### src/rtl/seg7_disp_arb_if.sv
// Bundle between the display clients and the seven-segment arbiter.
//
// Handshake: a client holds req[i] high for as long as it wants the display;
// the arbiter answers with a one-hot gnt. While gnt[i] is high, disp_valid is
// high and disp_dat follows dat<i> whenever req[i] is high. The client must
// not assume the grant ends when it drops req: it ends only when rel pulses
// with rel_id == i, after which gnt and disp_valid are low for at least one
// cycle.
interface seg7_disp_arb_if;
    logic [2:0]  req;
    logic [15:0] dat0;
    logic [15:0] dat1;
    logic [15:0] dat2;
    logic [2:0]  gnt;
    logic [15:0] disp_dat;
    logic        disp_valid;
    logic        rel;
    logic [1:0]  rel_id;
    logic        dbg_state;   // 0 = IDLE, 1 = SHOW

    // Client / scan-driver side
    modport master (
        output req, dat0, dat1, dat2,
        input  gnt, disp_dat, disp_valid, rel, rel_id, dbg_state
    );

    // Arbiter side
    modport slave (
        input  req, dat0, dat1, dat2,
        output gnt, disp_dat, disp_valid, rel, rel_id, dbg_state
    );
endinterface

### src/rtl/seg7_disp_arb.sv
// Round-robin owner selection for the shared 4-digit seven-segment display.
// A granted client keeps the display for at least HOLD_CYC cycles so the
// value is readable; after that it is released as soon as it stops asking
// or another client is waiting.
module seg7_disp_arb #(
    parameter int          HOLD_CYC = 100_000_000,
    parameter int          CNT_W    = 27,
    parameter logic [15:0] IDLE_PAT = 16'h0000
) (
    input  logic             clk,
    input  logic             rst,
    seg7_disp_arb_if.slave   bus
);

    typedef enum logic {
        ST_IDLE = 1'b0,
        ST_SHOW = 1'b1
    } state_t;

    localparam logic [CNT_W-1:0] HOLD_MAX = CNT_W'(HOLD_CYC - 1);

    state_t           state_q,      state_d;
    logic [1:0]       owner_q,      owner_d;
    logic [1:0]       ptr_q,        ptr_d;
    logic [CNT_W-1:0] hold_cnt_q,   hold_cnt_d;
    logic [2:0]       gnt_q,        gnt_d;
    logic [15:0]      disp_dat_q,   disp_dat_d;
    logic             disp_valid_q, disp_valid_d;
    logic             rel_q,        rel_d;
    logic [1:0]       rel_id_q,     rel_id_d;

    logic [1:0]       winner;
    logic [15:0]      owner_dat;
    logic [2:0]       owner_oh;
    logic             owner_req;
    logic             others_req;

    // First requester found searching upward from p+1, wrapping modulo 3.
    function automatic logic [1:0] rr_pick(input logic [2:0] r, input logic [1:0] p);
        logic [1:0] idx;
        rr_pick = 2'd0;
        for (int i = 3; i >= 1; i--) begin
            idx = 2'((int'(p) + i) % 3);
            if (r[idx]) rr_pick = idx;
        end
    endfunction

    function automatic logic [2:0] onehot3(input logic [1:0] i);
        onehot3 = 3'b000;
        case (i)
            2'd0:    onehot3 = 3'b001;
            2'd1:    onehot3 = 3'b010;
            2'd2:    onehot3 = 3'b100;
            default: onehot3 = 3'b000;
        endcase
    endfunction

    function automatic logic [15:0] dat_sel(input logic [1:0] i, input logic [15:0] d0,
                                            input logic [15:0] d1, input logic [15:0] d2);
        dat_sel = d0;
        case (i)
            2'd1:    dat_sel = d1;
            2'd2:    dat_sel = d2;
            default: dat_sel = d0;
        endcase
    endfunction

    // Decode of the current owner's request line and of competing requests.
    always_comb begin
        winner     = rr_pick(bus.req, ptr_q);
        owner_oh   = onehot3(owner_q);
        owner_dat  = dat_sel(owner_q, bus.dat0, bus.dat1, bus.dat2);
        owner_req  = |(bus.req & owner_oh);
        others_req = |(bus.req & ~owner_oh);
    end

    // Next-state and next-output computation for the IDLE/SHOW controller.
    always_comb begin
        state_d      = state_q;
        owner_d      = owner_q;
        ptr_d        = ptr_q;
        hold_cnt_d   = hold_cnt_q;
        gnt_d        = gnt_q;
        disp_dat_d   = disp_dat_q;
        disp_valid_d = disp_valid_q;
        rel_d        = 1'b0;
        rel_id_d     = rel_id_q;

        case (state_q)
            ST_IDLE: begin
                if (bus.req != 3'b000) begin
                    state_d      = ST_SHOW;
                    owner_d      = winner;
                    ptr_d        = winner;
                    hold_cnt_d   = '0;
                    gnt_d        = onehot3(winner);
                    disp_valid_d = 1'b1;
                    disp_dat_d   = dat_sel(winner, bus.dat0, bus.dat1, bus.dat2);
                end
            end
            ST_SHOW: begin
                // Follow the owner's data only while it still asks; otherwise freeze.
                if (owner_req) disp_dat_d = owner_dat;
                if (hold_cnt_q == HOLD_MAX) begin
                    if (!owner_req || others_req) begin
                        state_d      = ST_IDLE;
                        gnt_d        = 3'b000;
                        disp_valid_d = 1'b0;
                        rel_d        = 1'b1;
                        rel_id_d     = owner_q;
                    end
                end else begin
                    hold_cnt_d = hold_cnt_q + 1'b1;
                end
            end
            default: state_d = ST_IDLE;
        endcase
    end

    // State and registered outputs; rst clears everything immediately.
    always_ff @(posedge clk or posedge rst) begin
        if (rst) begin
            state_q      <= ST_IDLE;
            owner_q      <= 2'd0;
            ptr_q        <= 2'd2;
            hold_cnt_q   <= '0;
            gnt_q        <= 3'b000;
            disp_dat_q   <= IDLE_PAT;
            disp_valid_q <= 1'b0;
            rel_q        <= 1'b0;
            rel_id_q     <= 2'd0;
        end else begin
            state_q      <= state_d;
            owner_q      <= owner_d;
            ptr_q        <= ptr_d;
            hold_cnt_q   <= hold_cnt_d;
            gnt_q        <= gnt_d;
            disp_dat_q   <= disp_dat_d;
            disp_valid_q <= disp_valid_d;
            rel_q        <= rel_d;
            rel_id_q     <= rel_id_d;
        end
    end

    assign bus.gnt        = gnt_q;
    assign bus.disp_dat   = disp_dat_q;
    assign bus.disp_valid = disp_valid_q;
    assign bus.rel        = rel_q;
    assign bus.rel_id     = rel_id_q;
    assign bus.dbg_state  = state_q;

endmodule

### src/flat_wrapper.sv
// flat-port wrapper written by rule: the top's interface ports become plain ports
module seg7_disp_arb_flat 
#(
    parameter int          HOLD_CYC = 100_000_000,
    parameter int          CNT_W    = 27,
    parameter logic [15:0] IDLE_PAT = 16'h0000
)
  (clk, rst, bus_req, bus_dat0, bus_dat1, bus_dat2, bus_gnt, bus_disp_dat, bus_disp_valid, bus_rel, bus_rel_id, bus_dbg_state);
  seg7_disp_arb_if bus_i ();
  input  logic clk;
  input  logic rst;
  input wire logic [$bits(bus_i.req)-1:0] bus_req;
  input wire logic [$bits(bus_i.dat0)-1:0] bus_dat0;
  input wire logic [$bits(bus_i.dat1)-1:0] bus_dat1;
  input wire logic [$bits(bus_i.dat2)-1:0] bus_dat2;
  output wire logic [$bits(bus_i.gnt)-1:0] bus_gnt;
  output wire logic [$bits(bus_i.disp_dat)-1:0] bus_disp_dat;
  output wire logic [$bits(bus_i.disp_valid)-1:0] bus_disp_valid;
  output wire logic [$bits(bus_i.rel)-1:0] bus_rel;
  output wire logic [$bits(bus_i.rel_id)-1:0] bus_rel_id;
  output wire logic [$bits(bus_i.dbg_state)-1:0] bus_dbg_state;
  assign bus_i.req = bus_req;
  assign bus_i.dat0 = bus_dat0;
  assign bus_i.dat1 = bus_dat1;
  assign bus_i.dat2 = bus_dat2;
  assign bus_gnt = bus_i.gnt;
  assign bus_disp_dat = bus_i.disp_dat;
  assign bus_disp_valid = bus_i.disp_valid;
  assign bus_rel = bus_i.rel;
  assign bus_rel_id = bus_i.rel_id;
  assign bus_dbg_state = bus_i.dbg_state;
  seg7_disp_arb #(.HOLD_CYC(HOLD_CYC), .CNT_W(CNT_W), .IDLE_PAT(IDLE_PAT)) u_core (.clk(clk), .rst(rst), .bus(bus_i));
endmodule
### config.mk
export PLATFORM = sky130hd
export DESIGN_NAME = seg7_disp_arb_flat
export DESIGN_NICKNAME = d
export VERILOG_FILES = /design/src/rtl/seg7_disp_arb_if.sv /design/src/rtl/seg7_disp_arb.sv /design/src/flat_wrapper.sv
export SDC_FILE = /design/constraint.sdc
export NUM_CORES = 1
export LEC_CHECK = 0
export CORE_UTILIZATION = 51
export DETAILED_ROUTE_END_ITERATION = 16
export MAX_ROUTING_LAYER = met4
export PLACE_DENSITY = 0.85
export SYNTH_ARGS = -nofsm -noshare
export SYNTH_HDL_FRONTEND = slang
export SYNTH_SLANG_ARGS = --single-unit
### constraint.sdc
create_clock -name clk -period 3.5 [get_ports clk]
set_clock_uncertainty 0.05 [all_clocks]
set_input_delay 0.7 -clock clk [delete_from_list [all_inputs] [get_ports clk]]
set_output_delay 0.7 -clock clk [all_outputs]
set_load 0.005 [all_outputs]
==> Word-level counts from Yosys, hierarchy flattened <==
Index checks and enable logic that the tools add are counted.
{ "classes": {"bitwise_logic": 4, "shifts": 0, "n_div": 3, "addsub": 4, "multipliers": 0, "muxes": 34, "n_lt_le_gt_ge": 3, "reduce_logical": 12, "n_eq_ne": 10} }
{ "ops": {"columns": ["operator", "n"], "rows": [
  ["modulo 32 x 3 -> 32 bit (second input constant)", 3],
  ["one-hot mux 16 bit (2 select lines)", 3],
  ["2-to-1 mux 27 bit", 2],
  ["one-hot mux 27 bit (2 select lines)", 1],
  ["2-to-1 mux 16 bit", 2],
  ["adder 27 x 1 -> 27 bit (second input constant)", 1],
  ["equality test 27 bit (second input constant)", 1],
  ["one-hot mux 3 bit (3 select lines)", 2],
  ["2-to-1 mux 1 bit", 12],
  ["< comparator 2 x 3 -> 1 bit (second input constant)", 3],
  ["2-to-1 mux 3 bit", 3],
  ["inequality test 2 bit (second input constant)", 4],
  ["adder 2 x 2 -> 3 bit (second input constant)", 2],
  ["bitwise AND 3 bit", 2],
  ["binary-select mux 1 bit (select 2 bit)", 3],
  ["2-to-1 mux 2 bit", 3],
  ["one-hot mux 3 bit (2 select lines)", 1],
  ["AND reduction 2 bit", 3],
  ["AND reduction 3 bit", 2],
  ["OR reduction 3 bit", 2],
  ["equality test 2 x 1 -> 1 bit (second input constant)", 2],
  ["equality test 2 bit (second input constant)", 2],
  ["logical NOT 2 bit", 2],
  ["one-hot mux 1 bit (2 select lines)", 2],
  ["other kinds (7)", 7]
]} }
{ "word_totals": {"memories": 0, "regBits": 55, "romBits": 0, "latch_bits": 0, "out_inout_bits": 24, "ramBits": 0} }

==> Depth between registers and ports, before layout <==
Gate-level depths: netlist of the first run.
{ "depth": {"word_depth": 11, "depth_mapped": 14, "mapped_depth_nobuf": 12} }

==> Worst setup path before layout of the first run <==
OpenSTA, ideal clock, no wires.
{ "synth_timing": {"path_type": "register -> register", "startpoint": "reg u_core.ptr_q[1]", "endpoint": "reg u_core.disp_dat_q[0], in the netlist u_core.bus.disp_dat[0]", "path_stages_with_launch": 14, "path_slack_ns": 0.505, "period_less_slack_ns": 2.995, "t_arrival_ns": 2.868, "path_cell_list": "dfstp_2 > inv_1 > ha_1 > and3b_1 > nor3_1 > a21oi_1 > nor3_1 > ha_1 > clkbuf_1 > clkbuf_1 > a22oi_1 > a211oi_1 > a21oi_1 > a21oi_1"} }
{ "synth_via": {"elab_chain_cells": 11, "elab_cells_between_ends": 20, "cone_classes": "3 x add/sub; 3 x div; 2 x eq/ne; 12 x mux"} }
{ "synth_lines": {"columns": ["element", "line", "source"], "rows": [
  ["from (decl)", "seg7_disp_arb.sv:24", "logic [1:0] ptr_q, ptr_d;"],
  ["from (signal assigned)", "seg7_disp_arb.sv:135", "ptr_q <= ptr_d;"],
  ["adder 2 x 2 -> 3 bit", "seg7_disp_arb.sv:43", "idx = 2'((int'(p) + i) % 3);"],
  ["modulo 32 x 3 -> 32 bit", "seg7_disp_arb.sv:43", null],
  ["binary-select mux 1 bit (select 2 bit)", "seg7_disp_arb.sv:44", "if (r[idx]) rr_pick = idx;"],
  ["2-to-1 mux 1 bit (not written as such)", "seg7_disp_arb.sv:44", null],
  ["2-to-1 mux 2 bit (2 in a row)", "seg7_disp_arb.sv:44", null],
  ["2-to-1 mux 2 bit (*)", "seg7_disp_arb.sv:44", null],
  ["named net u_core.winner[0]", "seg7_disp_arb.sv:32", "logic [1:0] winner;"],
  ["equality test 2 bit or equality test 2 x 1 -> 1 bit (tied branches)", "seg7_disp_arb.sv:61", "case (i)"],
  ["one-hot mux 16 bit (2 select lines) (*)", "seg7_disp_arb.sv:61", null],
  ["2-to-1 mux 16 bit (*)", "seg7_disp_arb.sv:91", "if (bus.req != 3'b000) begin"],
  ["one-hot mux 16 bit (2 select lines) (*)", "seg7_disp_arb.sv:89", "case (state_q)"],
  ["to (signal assigned)", "seg7_disp_arb.sv:138", "disp_dat_q <= disp_dat_d;"],
  ["to (decl)", "seg7_disp_arb.sv:27", "logic [15:0] disp_dat_q, disp_dat_d;"]
]} }
The timed path passes the listed nets; every way through them passes the cells marked *. The select of a mux whose other input is x is not followed.
A chain may end at the register's enable or synchronous reset.

==> Final worst setup path of the first run <==
{ "layout_timing": {"startpoint": "reg u_core.ptr_q[1]", "endpoint": "reg u_core.disp_dat_q[3], in the netlist u_core.bus.disp_dat[3]"} }
Same word-level chain as after synthesis.

==> results of run 1 <==
==> critical path, delay by kind of cell (launching register included) <==
kind,cells,cell delay (ns)
fa+ha+maj,2,0.84
simple gates,3,0.73
compound gates,5,0.70
flops,1,0.56
buf+inv,2,0.18
==> state kept, by name, indices dropped and copies added, names as in the netlist <==
register and count:
u_core.bus.dbg_state 1, u_core.bus.disp_dat 16, u_core.bus.disp_valid 1, u_core.bus.gnt 3, u_core.bus.rel 1, u_core.bus.rel_id 2
u_core.hold_cnt_q 27, u_core.owner_q 1, u_core.ptr_q 2
==> cell families (layout without fill, tap and decap cells) <==
logic type	Yosys count	after routing
AND/OR/NAND/NOR	144	144
AO/OA/AOI/OAI	132	132
flip-flops	54	54
buffers and inverters	40	104
adder cells (fa/ha/maj)	13	13
multiplexers	9	9
XOR/XNOR	8	8
==> through the flow <==
step                      total power, µW  hold slack (ns)  util [%]  cell area [µm²]  std cells
after floorplan                      1250            0.398         -             3380        400
after global placement               1580            0.421      65.8             4200        534
after detailed placement             1610            0.434      65.8             4200        534
after CTS                            1950            0.450      67.1             4280        541
after global routing                 2070            0.483      67.1             4280        541
final                                1950            0.443      67.1             4280        541
==> final timing paths <==
kind / start / endpoint / slack [ns] / cells past startpoint
min: u_core.hold_cnt_q[26] / u_core.hold_cnt_q[26] / 0.44 / 1
max in group asynchronous: rst / u_core.ptr_q[1] / 2.08 / 3
min reg2reg: u_core.hold_cnt_q[26] / u_core.hold_cnt_q[26] / 0.44 / 1
min in group asynchronous: rst / u_core.hold_cnt_q[25] / 0.63 / 2
max: u_core.ptr_q[1] / u_core.bus.disp_dat[3] / 0.30 / 12
max reg2reg: u_core.ptr_q[1] / u_core.bus.disp_dat[3] / 0.30 / 12
==> cells in the final DEF (no fill, tap or decap), drive strengths merged, types with 2 or more instances in the layout <==
cell type / n
or4: 2
nor4: 2
o31ai: 6
xor2: 5
clkdlybuf4s50: 76
nor3: 11
o211ai: 5
xnor2: 3
and3: 2
a21oi: 50
clkinvlp: 2
nand4: 10
ha: 13
o21a: 2
nand3: 14
clkbuf: 5
mux2i: 6
and4: 2
a211oi: 16
nor2: 64
buf: 7
mux2: 3
nor4bb: 2
a22oi: 33
o21ai: 14
dfrtp: 53
or2: 3
inv: 14
nand2: 27
==> report_power, final <==
part           internal, µW  leakage (µW)  switching [µW]
logic                   377       0.00102             367
clock network           137     0.0000362             205
registers               750      0.000668             114
==> per-layer routing <==
metal / part of all wire (%) / global-route usage [%]
met3: 7.1 / 4.57
met4: 2.5 / 10.2
met2: 49 / 45.0
met5: 0 / -
met1: 41 / 33.4
==> cell type report <==
class | count | area share, %
clock buffer | 5 | 1.61
tap | 77 | 2.25
inverter | 14 | 1.23
clock inverter | 2 | 0.350
timing repair buffer | 83 | 19.3
multi-input combinational | 306 | 43.7
sequential | 54 | 31.6
==> results.md, run 1 <==
- Simple-gate share of the synthesized area: 20.5%
- Crit-path slowest cell: dfstp_2
- HPWL after detailed placement: 6350 µm
- Vias in the first global route: about 3300
- Yosys reg bits: 54
- Commonest cells post-synth: nor2_1, dfrtp_1, a21oi_1, a22oi_1, nand2_1
- Most common cell in the netlist: nor2_1
- H-Tree Depth: 2
- Post-synthesis mux area share: 2.78%
- Hold Path Class: register to register
- Syn Area/Cell: around 8.4 µm²
- Power density over the cells: ~460 nW/µm²
- Detail Route Antenna Nets: 0
- # setup viols final: 0
- WP data arrival: between 3 and 4 ns
- Global route overflow: 0
- Core area: approximately 6400 µm²
- Rows: 29
- Final WL: ~9000 µm
- Die width: between 80 and 90 µm
- Worst vdd ir: roughly 0.29 mV
- Cts hold-fix bufs: 0
- Ys Warns: 0
- Largest net degree at the start of global routing: 39
- Status: complete, no violations
- CP Class: register to register
- Gate Count Post-Synth: 400
- Most common cell on crit path: a21oi_1
- Starting DRT DRC Count: around 270
- Leak: about 0.0017 µW
- Ratio of cells with drive above 1 in the final layout: 6.47%
- Required time of the worst setup path: approximately 3.6 ns
- Least-Margin Pin Slew: roughly 1.2 ns
- Xor/xnor share of the synthesized area: under 10%
- CTS max path bufs: 2
- Placer Congestion: about 0.89
- Antenna violations before repair: 0
- Tcrit/Tclk final: between 90% and 100%
- Worst skew pair latency: between 0.3 and 0.4 ns
- Largest family of logic cells by synthesized area: compound AO/OA/AOI/OAI gates
- Filler cell count: 523
- Multi-input gate area: ~1900 µm²
- Worst path cell trace: inv_1 > ha_1 > and3b_1 > nor3_1 > a21oi_1 > nor3_1 > inv_1 > ha_1 > a22oi_1 > a211oi_1 > a21oi_1 > a21oi_1
- Post-CTS setup buffer count: 0
- Netlist cell types: between 40 and 50
- Post-synth top area share: between 30% and 40%
- Seq/Total Area, Yosys: roughly two fifths
- Post-Syn Area: approximately 3400 µm²
- Routed WL per cell: 16.6 µm
- Post-Place Setup Slack: 0.140 ns
- Post-synth top area cell: dfrtp_1
- First-pass GRT wire length: around 15000 µm
- CTS root buf: clkbuf_8
- Ys async rst share: 100%
- CP max stage delay: 0.56 ns
- Drt drc: 0
- Post-synth EDFFs: 0
- Ports: slightly below 80
- Synth top area cells: dfrtp_1, a21oi_1, a22oi_1
- Top_reg_cell synth: dfrtp_1
- Antenna diodes: 0
- Rel. slew slack: a little under a fifth
- Final hold violation count: 0
- RSZ-0062 raised after global routing: no
- Critical Path Fanout Max: 17
- Fin crit period: about 3.2 ns
- Setup_tns: 0 ns
- Initial core utilization: 52.9%
- CTS tree: done
- Total CTS buffers: 5
- Nature of the critical path endpoint: register
- Clk sinks: 54
- Total track usage: a little over a quarter
- # Max-Cap Violations: 0
- Via-per-instance ratio: about 6.2
- Die height: 83.4 µm
- Die ar.: 6960 µm²
- Adder-cell share of the synthesized area: approximately 4.8%
- Synthesized net count: around 470
- Final worst setup slack: about 0.3 ns
- Max-slew violations: 0
- TritonRoute pass-1 iters: 4
- Nets: 530
- Startpoint types: register
- Clk slew on worst S/H paths: ~0.10 ns
- Via Count: between 3000 and 4000
- P&R area growth vs syn: 26.8%
- Synth Area in Compound Gates: around a quarter
- FF+latch area: about 1400 µm²
- Port buffer count: between 70 and 80
- PostCTS Resize Cnt: 0
- Fmax: approximately 310 MHz
Note: power is estimated with default switching activity, not from simulation.
==> run 2: changes to the inputs <==
ABC_AREA = 0   (was not set)
ABC_CLOCK_PERIOD_IN_PS = 3500   (was not set)
CORE_UTILIZATION = 40   (was 51)
PLACE_DENSITY = 0.7   (was 0.85)
==> run 2 against run 1 <==
Against the previous run:
- die area increased by 27%
- via count shrank 3.7%
- routed wire length shrank 1.9%
- cell count rose by 5.4%
- clock power up 6.4%
- non-clock buffer count did not move
- combinational power down 1%
- first-iteration DRC count fell by 47%
- count of clock-buffer cells in the layout rose by 3
- critical path depth unchanged
- total power rose by 0.74%
- design area up 0.96%
- critical path type unchanged
- critical endpoint is now u_core.bus.disp_dat[4]
- largest cell class unchanged
==> results.md, run 2 (synthesized netlist as in run 1, its figures left out) <==
- Status: complete, no violations
- # setup viols final: 0
- Leading cell type in the layout, fill and taps excluded: clkdlybuf4s50_1
- # Max-Cap Violations: 0
- Hold Path Class: register to register
- Total track usage: between 20% and 30%
- Final WL: slightly below 9000 µm
- RSZ-0062 raised after global routing: no
- Leak: 0.00173 µW
- Detail Route Antenna Nets: 0
- Final hold violation count: 0
- Min-delay src: u_core.hold_cnt_q[26]
- Via-per-instance ratio: ~5.7
- Clk sinks: 54
- Final Cell Area: around 4300 µm²
- Crit. Startpoint: u_core.ptr_q[1]
- CTS root buf: clkbuf_8
- Worst Hold End: u_core.hold_cnt_q[26]
- Routed WL per cell: 15.4 µm
- Ports: slightly below 80
- Placed cell areas: 4240 µm²
- Total CTS buffers: 5
- Max-slew violations: 0
- Die height: 93.9 µm
- Initial core utilization: 41.3%
- Post-CTS setup buffer count: 0
- Worst Reg-to-Reg Cells: 12
- Ratio of cells with drive above 1 in the final layout: around 6.2%
- Fin crit period: around 3.2 ns
- R2r endpoint: u_core.bus.disp_dat[4]
- Placer Congestion: between 0.8 and 0.9
- WP data arrival: roughly 3.4 ns
- Least-Margin Pin Slew: 1.18 ns
- Worst vdd ir: roughly 0.19 mV
- Startpoint types: register
- Fin util: 52.9%
- Rel. slew slack: 21.0%
- Global route overflow: 0
- Starting DRT DRC Count: ~140
- Cts hold-fix bufs: 0
- Max reg flops: 27
- Largest net degree at the start of global routing: 55
- Hold Path Cell Cnt: 1
- H-Tree Depth: 2
- PostCTS Resize Cnt: 0
- Clk slew on worst S/H paths: 0.10 ns
- Reg2reg setup slack: 0.27 ns
- Vias in the first global route: just over 3000
- Port buffer count: between 70 and 80
- Tcrit/Tclk final: 92.3%
- TritonRoute pass-1 iters: 5
- Top reg by flops: u_core.hold_cnt_q
- Rows: 33
- Setup_tns: 0 ns
- Critical Path Fanout Max: 17
- Fmax: between 300 and 400 MHz
- Antenna diodes: 0
- Via Count: approximately 3200
- Nets: 530
- Die ar.: a little under 9000 µm²
- P&R area growth vs syn: 28.0%
- First-pass GRT wire length: 14800 µm
- Antenna violations before repair: 0
- Placed Cells: 562
- Fin cells: 570
- Most frequent cells in the layout: clkdlybuf4s50_1, nor2_1, dfrtp_1
- Required time of the worst setup path: roughly 3.6 ns
- Die width: about 94 µm
- HPWL after detailed placement: a little over 6000 µm
- Tot Pwr: between 1500 and 2000 µW
- CTS max path bufs: 2
- Drt drc: 0
- Power density over the cells: approximately 450 nW/µm²
- CP Class: register to register
- Worst skew pair latency: about 0.30 ns
- Nature of the critical path endpoint: register
- Core area: between 8000 and 9000 µm²
- Worst R2R Start: u_core.ptr_q[1]
- CTS tree: done
## run 2: area by class of cell
cell class	count	area, µm²
clock buffers	8	90.1
fillers	778	3850
inverters	14	52.6
multi-input cells	306	1870
flip-flops and latches	54	1350
well taps	105	131
repair buffers	83	826
## run 2: worst max-delay path, stage by stage (launching register included)
cell and delay [ns]:
dfstp_2 0.56, inv_1 0.07, ha_1 0.38, and3b_1 0.21, nor3_1 0.24, a21oi_1 0.08
nor3_1 0.30, inv_1 0.13, ha_1 0.47, a22oi_1 0.26, a211oi_1 0.09, a21oi_1 0.18
a21oi_1 0.09
## run 2: worst max-delay path by stage
| stage | cells after the start | slack [ns] | endpoint |
|---|---|---|---|
| 2_1_floorplan | 13 | 0.50 | u_core.bus.disp_dat[0] |
| 3_3_place_gp | 9 | 0.25 | u_core.bus.disp_dat[2] |
| 3_5_place_dp | 11 | 0.09 | u_core.bus.disp_dat[2] |
| 4_1_cts | 12 | 0.30 | u_core.bus.disp_dat[2] |
| 5_1_grt | 12 | 0.05 | u_core.bus.disp_dat[4] |
| 6_report | 12 | 0.27 | u_core.bus.disp_dat[4] |
## run 2: report_power, final
group          switching [µW]  internal, µW  total [µW]
Clock                     202           162         364
Combinational             358           378         736
Sequential                115           749         865
Total                     675          1290        1960
## run 2: metrics by stage
step                      hold slack (ns)  setup slack, ns
after global routing                0.479           0.0455
after floorplan                     0.398            0.505
after CTS                           0.452            0.303
final                               0.454            0.270
after global placement              0.435            0.246
after detailed placement            0.439           0.0899
## run 2: layer usage
metal,part of all wire [%],up-vias,track usage (%)
met5,0,-,-
met1,46,1549,27.5
li1,-,1584,-
met2,47,103,35.0
met3,6.1,6,4.21
met4,0.74,0,5.77
